## src/rtl/inject_port_arbiter.sv

```systemverilog
// Injection-port arbiter: packet-level round-robin among local requesters,
// wormhole lock from head to tail, per-VC credit flow control toward the router.
module inject_port_arbiter #(
  parameter int NUM_REQ    = 4,
  parameter int NUM_VCS    = 2,
  parameter int BUF_SIZE   = 8,
  parameter int DATA_WIDTH = 64,
  localparam int VCW = (NUM_VCS > 1) ? $clog2(NUM_VCS) : 1,
  localparam int CW  = 3 + VCW + DATA_WIDTH
) (
  input  logic                          clk,
  input  logic                          reset,
  input  logic [NUM_REQ-1:0]            req_valid,
  input  logic [NUM_REQ-1:0]            req_head,
  input  logic [NUM_REQ-1:0]            req_tail,
  input  logic [NUM_REQ*VCW-1:0]        req_vc,
  input  logic [NUM_REQ*DATA_WIDTH-1:0] req_data,
  output logic [NUM_REQ-1:0]            req_ready,
  output logic [CW-1:0]                 channel_out,
  input  logic [VCW:0]                  flow_ctrl_in,
  output logic                          busy,
  output logic                          error
);

  localparam int          CRW = $clog2(BUF_SIZE + 1);
  localparam int          PW  = (NUM_REQ > 1) ? $clog2(NUM_REQ) : 1;
  localparam int unsigned NR  = NUM_REQ;
  localparam int unsigned NV  = NUM_VCS;

  typedef enum logic {IDLE, LOCKED} state_t;

  state_t           state_q, state_d;
  logic [PW-1:0]    rr_ptr_q, rr_ptr_d;
  logic [PW-1:0]    owner_q, owner_d;
  logic [VCW-1:0]   lock_vc_q, lock_vc_d;
  logic [CRW-1:0]   credit_q [NUM_VCS];
  logic [CRW-1:0]   credit_d [NUM_VCS];
  logic [CW-1:0]    channel_q, channel_d;
  logic             error_q, error_d;

  logic [VCW-1:0]   head_vc [NUM_REQ];
  logic [NUM_REQ-1:0] eligible;
  logic             accept;
  logic [PW-1:0]    sel;
  logic [PW-1:0]    scan;
  logic [VCW-1:0]   send_vc;
  logic [VCW-1:0]   ret_vc;

  assign ret_vc = flow_ctrl_in[VCW:1];

  always_comb begin
    for (int unsigned i = 0; i < NR; i++) begin
      head_vc[i]  = req_vc[i*VCW +: VCW];
      eligible[i] = req_valid[i] && req_head[i] && (32'(head_vc[i]) < NV) &&
                    (credit_q[head_vc[i]] != '0);
    end
  end

  // Grant search starts at rr_ptr and wraps; in LOCKED only the owner can go.
  always_comb begin
    accept  = 1'b0;
    sel     = owner_q;
    send_vc = lock_vc_q;
    scan    = '0;
    if (state_q == IDLE) begin
      for (int unsigned k = 0; k < NR; k++) begin
        scan = PW'((32'(rr_ptr_q) + k) % NR);
        if (!accept && eligible[scan]) begin
          accept  = 1'b1;
          sel     = scan;
          send_vc = head_vc[scan];
        end
      end
    end else begin
      accept = req_valid[owner_q] && (credit_q[lock_vc_q] != '0);
    end
  end

  always_comb begin
    state_d    = state_q;
    rr_ptr_d   = rr_ptr_q;
    owner_d    = owner_q;
    lock_vc_d  = lock_vc_q;
    error_d    = error_q;
    req_ready  = '0;
    channel_d  = channel_q;
    channel_d[0] = 1'b0;

    if (accept) begin
      req_ready[sel]                       = 1'b1;
      channel_d[0]                         = 1'b1;
      channel_d[1]                         = (state_q == IDLE);
      channel_d[2]                         = req_tail[sel];
      channel_d[3 +: VCW]                  = send_vc;
      channel_d[3+VCW +: DATA_WIDTH]       = req_data[sel*DATA_WIDTH +: DATA_WIDTH];
    end

    case (state_q)
      IDLE: begin
        if (|(req_valid & ~req_head)) error_d = 1'b1;
        if (accept) begin
          if (req_tail[sel]) begin
            rr_ptr_d = PW'((32'(sel) + 1) % NR);
          end else begin
            state_d   = LOCKED;
            owner_d   = sel;
            lock_vc_d = send_vc;
          end
        end
      end
      LOCKED: begin
        if (req_valid[owner_q] && req_head[owner_q]) error_d = 1'b1;
        if (accept && req_tail[owner_q]) begin
          state_d  = IDLE;
          rr_ptr_d = PW'((32'(owner_q) + 1) % NR);
        end
      end
      default: state_d = IDLE;
    endcase

    // A send and a return on the same VC cancel; a return into a full counter saturates.
    for (int unsigned v = 0; v < NV; v++) begin
      credit_d[v] = credit_q[v];
      if (accept && (32'(send_vc) == v) && !(flow_ctrl_in[0] && (32'(ret_vc) == v))) begin
        credit_d[v] = credit_q[v] - CRW'(1);
      end else if (flow_ctrl_in[0] && (32'(ret_vc) == v) && !(accept && (32'(send_vc) == v))) begin
        if (credit_q[v] == CRW'(BUF_SIZE)) error_d = 1'b1;
        else credit_d[v] = credit_q[v] + CRW'(1);
      end
    end
  end

  always_ff @(posedge clk) begin
    if (reset) begin
      state_q   <= IDLE;
      rr_ptr_q  <= '0;
      owner_q   <= '0;
      lock_vc_q <= '0;
      error_q   <= 1'b0;
      channel_q <= '0;
      for (int unsigned v = 0; v < NV; v++) credit_q[v] <= CRW'(BUF_SIZE);
    end else begin
      state_q   <= state_d;
      rr_ptr_q  <= rr_ptr_d;
      owner_q   <= owner_d;
      lock_vc_q <= lock_vc_d;
      error_q   <= error_d;
      channel_q <= channel_d;
      for (int unsigned v = 0; v < NV; v++) credit_q[v] <= credit_d[v];
    end
  end

  assign channel_out = channel_q;
  assign busy        = (state_q == LOCKED);
  assign error       = error_q;

endmodule

```

## config.mk

```make
export PLATFORM = sky130hd
export DESIGN_NAME = inject_port_arbiter
export DESIGN_NICKNAME = d
export VERILOG_FILES = /design/src/rtl/inject_port_arbiter.sv
export SDC_FILE = /design/constraint.sdc
export NUM_CORES = 1
export LEC_CHECK = 0
export CAP_MARGIN = 20
export CORE_ASPECT_RATIO = 0.7
export CORE_MARGIN = 10
export CORE_UTILIZATION = 30
export CTS_CLUSTER_SIZE = 16
export DETAILED_ROUTE_END_ITERATION = 8
export GPL_ROUTABILITY_DRIVEN = 0
export GPL_TIMING_DRIVEN = 0
export HOLD_SLACK_MARGIN = 0.06
export PLACE_DENSITY = 0.67
export SLEW_MARGIN = 20
export SYNTH_ARGS = -nofsm -noshare
export SYNTH_HDL_FRONTEND = slang
export SYNTH_SLANG_ARGS = --single-unit
```

## constraint.sdc

```tcl
create_clock -name clk -period 3.7 [get_ports clk]
set_input_delay 0.74 -clock clk [delete_from_list [all_inputs] [get_ports clk]]
set_output_delay 0.74 -clock clk [all_outputs]
set_load 0.01 [all_outputs]
```

### Yosys cells after proc, flatten, opt, wreduce, memory -nomap -nowiden

Memory sizes are Yosys's and may differ from the RTL's. A register that Yosys moved wholly into a read port is not among the register bits.
Cells that the tools add are included.

* input bits: 276
* word-level logic and storage cells: 164
* register bits: 75
* RAM bits: 8
* memories kept: 1

Memory list
* credit_q: depth 2, bits a word 4, rd ports 7, clocked after memory_dff 1, wr ports 2, line 36 `logic [CRW-1:0] credit_q [NUM_VCS];`

* eq/ne operators: 5
* shift-type cells: 1
* multiplexer cells: 80
* bitwise operators: 12
* $lt $le $gt $ge: 11
* add/sub/neg operators: 9
* reductions and logical operators: 38

Operator list (number)
* 256-bit by 9-bit variable part select with 64-bit output: 1
* 1-bit 2-to-1 mux: 47
* 4-bit 2-to-1 mux: 9
* 1-bit binary-select mux with 2-bit select: 12
* 1-bit logical AND: 23
* 4-bit nonzero test: 5
* 2-bit by 3-bit < comparator with 1-bit output, second input constant: 6
* 2-bit 2-to-1 mux: 8
* 3-bit greater-or-equal comparator, second input constant: 4
* 2-bit inverter with 3-bit output: 4
* 4-bit by 1-bit adder with 4-bit output, second input constant: 2
* 4-bit == test, second input constant: 2
* 4-bit by 1-bit subtractor with 4-bit output, second input constant: 2
* 1-bit logical NOT: 7
* 2-bit by 1-bit adder with 2-bit output, second input constant: 3
* 3-bit AND reduction: 2
* 2-bit adder, second input constant: 2
* 4-bit AND: 1
* 2-bit by 1-bit != test with 1-bit output, second input constant: 2
* 1-bit inverter: 4
* 4-bit inverter: 1
* 1-bit one-hot mux with 2 select lines: 2
* 2-bit one-hot mux with 2 select lines: 1
* 4-bit OR reduction: 1
* 4 further kinds: 5

### Longest topological paths before layout

An unclocked memory read counts as a cell.

* word-level depth: 28
* depth in mapped cells: 18
* mapped depth without buffers: 16

### Worst setup path after synthesis

OpenSTA, ideal clock, no wires.

* kind: input port to flip-flop
* start point: in req_vc[2]
* end point: mem credit_q[0][3] in the netlist's numbering
* stages on the path: 18
* path slack: -258 ps
* buffers on the path: 3
* arrival time: 3832 ps
* path through: nand3b_1 -> o22ai_1 -> buf_2 -> mux2i_1 -> a211oi_2 -> a211oi_2 -> a21oi_1 -> nor2_2 -> buf_4 -> buf_4 -> a21oi_1 -> ha_1 -> ha_1 -> a21o_1 -> a21oi_1 -> xnor2_1 -> and3_1 -> o21ai_0

RTL lines
* start, declared: line 16 `input logic [NUM_REQ*VCW-1:0] req_vc,`
* end, declared: line 36

==> qor.csv <==
metric;value;unit
synthFlopType;dfxtp_1;
chipWidth;194;um
clk_latency;0.36;ns
max_freq;242;MHz
slowest_delay;0.45;ns
rrSetupSlack;-0.35;ns
hold_buffers;0;
async_flop_share;0;%
avgViaCountPerCell;5.48;
yosys.area_share.simple;26.3;%
crit_path_max_fanout;5;
synth_xor_area_share;0.823;%
syn_inst;863;
synth_nets;1153;
place_inst;1487;
hold_violations;0;
synthMuxAreaShare;2.72;%
yosys_warnings;0;
endpoint_kind;output port;
violations;setup timing;
fp.dieArea;27600;um^2
avgSynthCellArea;7.40;um^2
antenna_cells;0;
clock_sinks;84;
grt_pass1_vias;8658;
crit_type;reg -> out;
cts.htree.levels;3;
detail-route-antenna-nets;0;
rsz0062_at_grt;yes;
start_util;30.7;%
hold_path.class;reg -> reg;
yosysSeqAreaShare;26.3;%
layout-drive-gt1-share;18.7;%
fillers;1959;
syn-cell-area;6380;um^2
synth_edf_count;0;
synthDistinctLibCells;62;
crit_path_frequent_cell;buf_6;
first_pass_iters;5;
post_layout_nonfiller_instances;1567;
syn_to_final_growth;83.4;%
ys_seq_elements;84;
dp_slack;-1.94;ns
power.leakage;0.00460;uW
port_buffers;348;
finalPower;10100;uW
drt_iter0_drc;471;
grt_start_max_net_pins;19;
setup_viol;38;
cts.path.max_buffers;2;
grt_pass1_wl;53.6;mm
holdCritStartpoint;channel_out[4];
skew;0.0126;ns
placed_cell_area;10300;um^2
whs_path_depth;2;
grt.overflow.total;0;
hold_end;channel_out[4];
crit_buf_inv;7;
power.density;860;nW/um^2
required;2.96;ns
drc;0;
grt_use_total;24.7;%
timing.rr.end;credit_q[1][3];
timing.final.crit_period;4.14;ns
critPathSlowestCell;or3_4;
clock-root-buffer;clkbuf_16;
synth_adder_area_share;2.98;%
worst_pin_slew;0.750;ns
vias;8593;
r2r_cells;20;
hpwl;27.4;mm
wirelength;36.0;mm
relSlewSlack;50.0;%
synth_compound_area_share;32.8;%
cts_buffers;9;
rr_startpoint;credit_q[0][1];
cts_tree;yes;
min_period_over_period;112;%
design.core.area;20800;um^2
die_h;142;um
num_rows;44;
path_cells;nor4_4, buf_6, buf_6, buf_6, o22ai_4, or3_4, o221ai_4, nand2_2, a31oi_4, buf_8, buf_12, inv_8, ha_4, and2_1, buf_2;
critPathLaunchType;register;
fin_hold_ws;0.450;ns
critPathArrivalTime;3.40;ns
nets;1576;
path_clk_slew;0.08;ns
design_area;11700;um^2
fin_ws;-0.438;ns
outcome;finished with violations;
routedWlPerCell;23.0;um
drv_slew;0;
cap_violations;0;
cpLargestDelayFamily;simple AND/OR/NAND/NOR gates;
boundaryPins;350;
synth_top_family_by_area;compound AO/OA/AOI/OAI gates;
antenna_found_initial;0;
vdd_drop_max;321;uV
## power by group
part | internal [uW] | total [uW] | leakage (uW) | switching, uW
clock network | 481 | 933 | 0.000149 | 452
registers | 1240 | 1450 | 0.000698 | 203
logic | 3520 | 7690 | 0.00375 | 4180
## state kept, by name, indices dropped and copies added, names as in the netlist, named ones only
register	cells
busy	1
channel_out	68
credit_q	8
error	1
lock_vc_q	1
owner_q	2
rr_ptr_q	2
## routing by layer
layer / track usage [%] / routed length [um] / vias to the layer above
li1: - / - / 4036
met1: 31.1 / 15500 / 4096
met2: 41.2 / 16800 / 430
met3: 7.63 / 3280 / 31
met4: 4.72 / 468 / 0
met5: 0 / 0 / -
## Yosys cell counts (4+ instances only)
library cell  instances  area share (%)
o211ai_1              5            0.59
nor3_1                6            0.47
ha_1                 12             2.4
inv_1                22             1.3
and3_1               73             7.2
xnor2_1               6            0.82
nand3b_1              4            0.47
o211a_1               4            0.63
and2_1                5            0.49
nand2_1             218              13
clkbuf_1             51             3.0
o21ai_0              11            0.86
buf_6                 9             1.6
a21oi_1              87             6.8
a211oi_1             66             7.8
a21o_1                5            0.59
buf_4                 4            0.47
nand3_1              13             1.0
a311o_1              64              10
dfxtp_1              84              26
buf_2                13             1.0
nor2_1               18             1.1
mux4_2                5             1.8
buf_1                 5            0.29
mux2i_1               5            0.78
o221ai_1              4            0.55
## what timing repair did
action                                  in CTS  in global routing
pin swaps                                   37                 28
gates resized for setup                    146                 94
setup buffers                               49                 17
endpoints found under the setup margin      86                 83
gates cloned                                 1                  0
## final cells by class
cell class | instances | area [um^2] | area share, %
multi-input cells | 672 | 4720 | 40.3
repair buffers | 414 | 4000 | 34.2
flip-flops and latches | 84 | 1700 | 14.5
plain buffers | 81 | 529 | 4.52
well taps | 276 | 345 | 2.95
clock buffers | 9 | 225 | 1.92
inverters | 24 | 110 | 0.940
clock inverters | 7 | 76.3 | 0.652
## per-stage QoR
| stage | TNS [ns] | util, % |
|---|---|---|
| CTS | -1.51 | 54.8 |
| finish | -4.61 | 56.3 |
| detailed placement | -75.45 | 49.6 |
| global placement | -71.40 | 49.6 |
| global route | -8.95 | 56.3 |
| floorplan | 0 | - |
## worst register-to-register path, stage by stage, from the launching register on
cell,delay (ns)
dfxtp_4,0.37
nor4_4,0.44
buf_6,0.19
buf_6,0.10
buf_6,0.09
o22ai_4,0.09
or3_4,0.45
o221ai_4,0.24
buf_4,0.14
and2_1,0.16
a211o_1,0.19
o221ai_4,0.15
nand3_2,0.14
inv_2,0.05
ha_4,0.17
ha_1,0.28
a21o_1,0.18
a21oi_2,0.15
xnor2_1,0.14
and3_1,0.16
o21ai_0,0.06
## placed cells by master, fill, tap and decap left out, types with 5 or more instances in the layout
| cell | Yosys | layout |
|---|---|---|
| a211oi_1 | 66 | 64 |
| a21o_1 | 5 | 5 |
| a21oi_1 | 87 | 78 |
| a21oi_2 | 0 | 5 |
| a311o_1 | 64 | 64 |
| and3_1 | 73 | 71 |
| buf_2 | 13 | 14 |
| buf_4 | 4 | 55 |
| buf_6 | 9 | 25 |
| clkbuf_1 | 51 | 25 |
| clkbuf_16 | 0 | 9 |
| clkbuf_2 | 0 | 24 |
| clkbuf_4 | 0 | 5 |
| clkdlybuf4s15_2 | 0 | 5 |
| clkdlybuf4s50_1 | 0 | 332 |
| dfxtp_1 | 84 | 79 |
| ha_1 | 12 | 5 |
| ha_4 | 0 | 7 |
| inv_1 | 22 | 21 |
| mux4_2 | 5 | 5 |
| nand2_1 | 218 | 216 |
| nand3_1 | 13 | 6 |
| nand3_2 | 0 | 5 |
| nor2_1 | 18 | 14 |
| nor2_4 | 0 | 5 |
| o211ai_1 | 5 | 5 |
| o21ai_0 | 11 | 9 |
## worst max path at each step
stage / from / to / slack [ns] / depth (start not counted)
after floorplan: req_vc[3] / req_ready[0] / 0.005 / 11
after CTS: credit_q[0][3] / req_ready[0] / -0.30 / 14
after global placement: req_vc[2] / req_ready[2] / -1.90 / 14
after detailed placement: req_vc[2] / req_ready[0] / -1.94 / 14
after global routing: credit_q[0][1] / req_ready[2] / -0.51 / 15
final: credit_q[0][1] / req_ready[2] / -0.44 / 15
## cells by family after synthesis
group,count (synthesis)
AOI/OAI and AO/OA,283
buffers and inverters,107
muxes,11
xor gates and xnor gates,6
DFF,84
adders and majority gates,14
and+or+nand+nor,358
No activity file was read; power rests on OpenSTA's default activity.
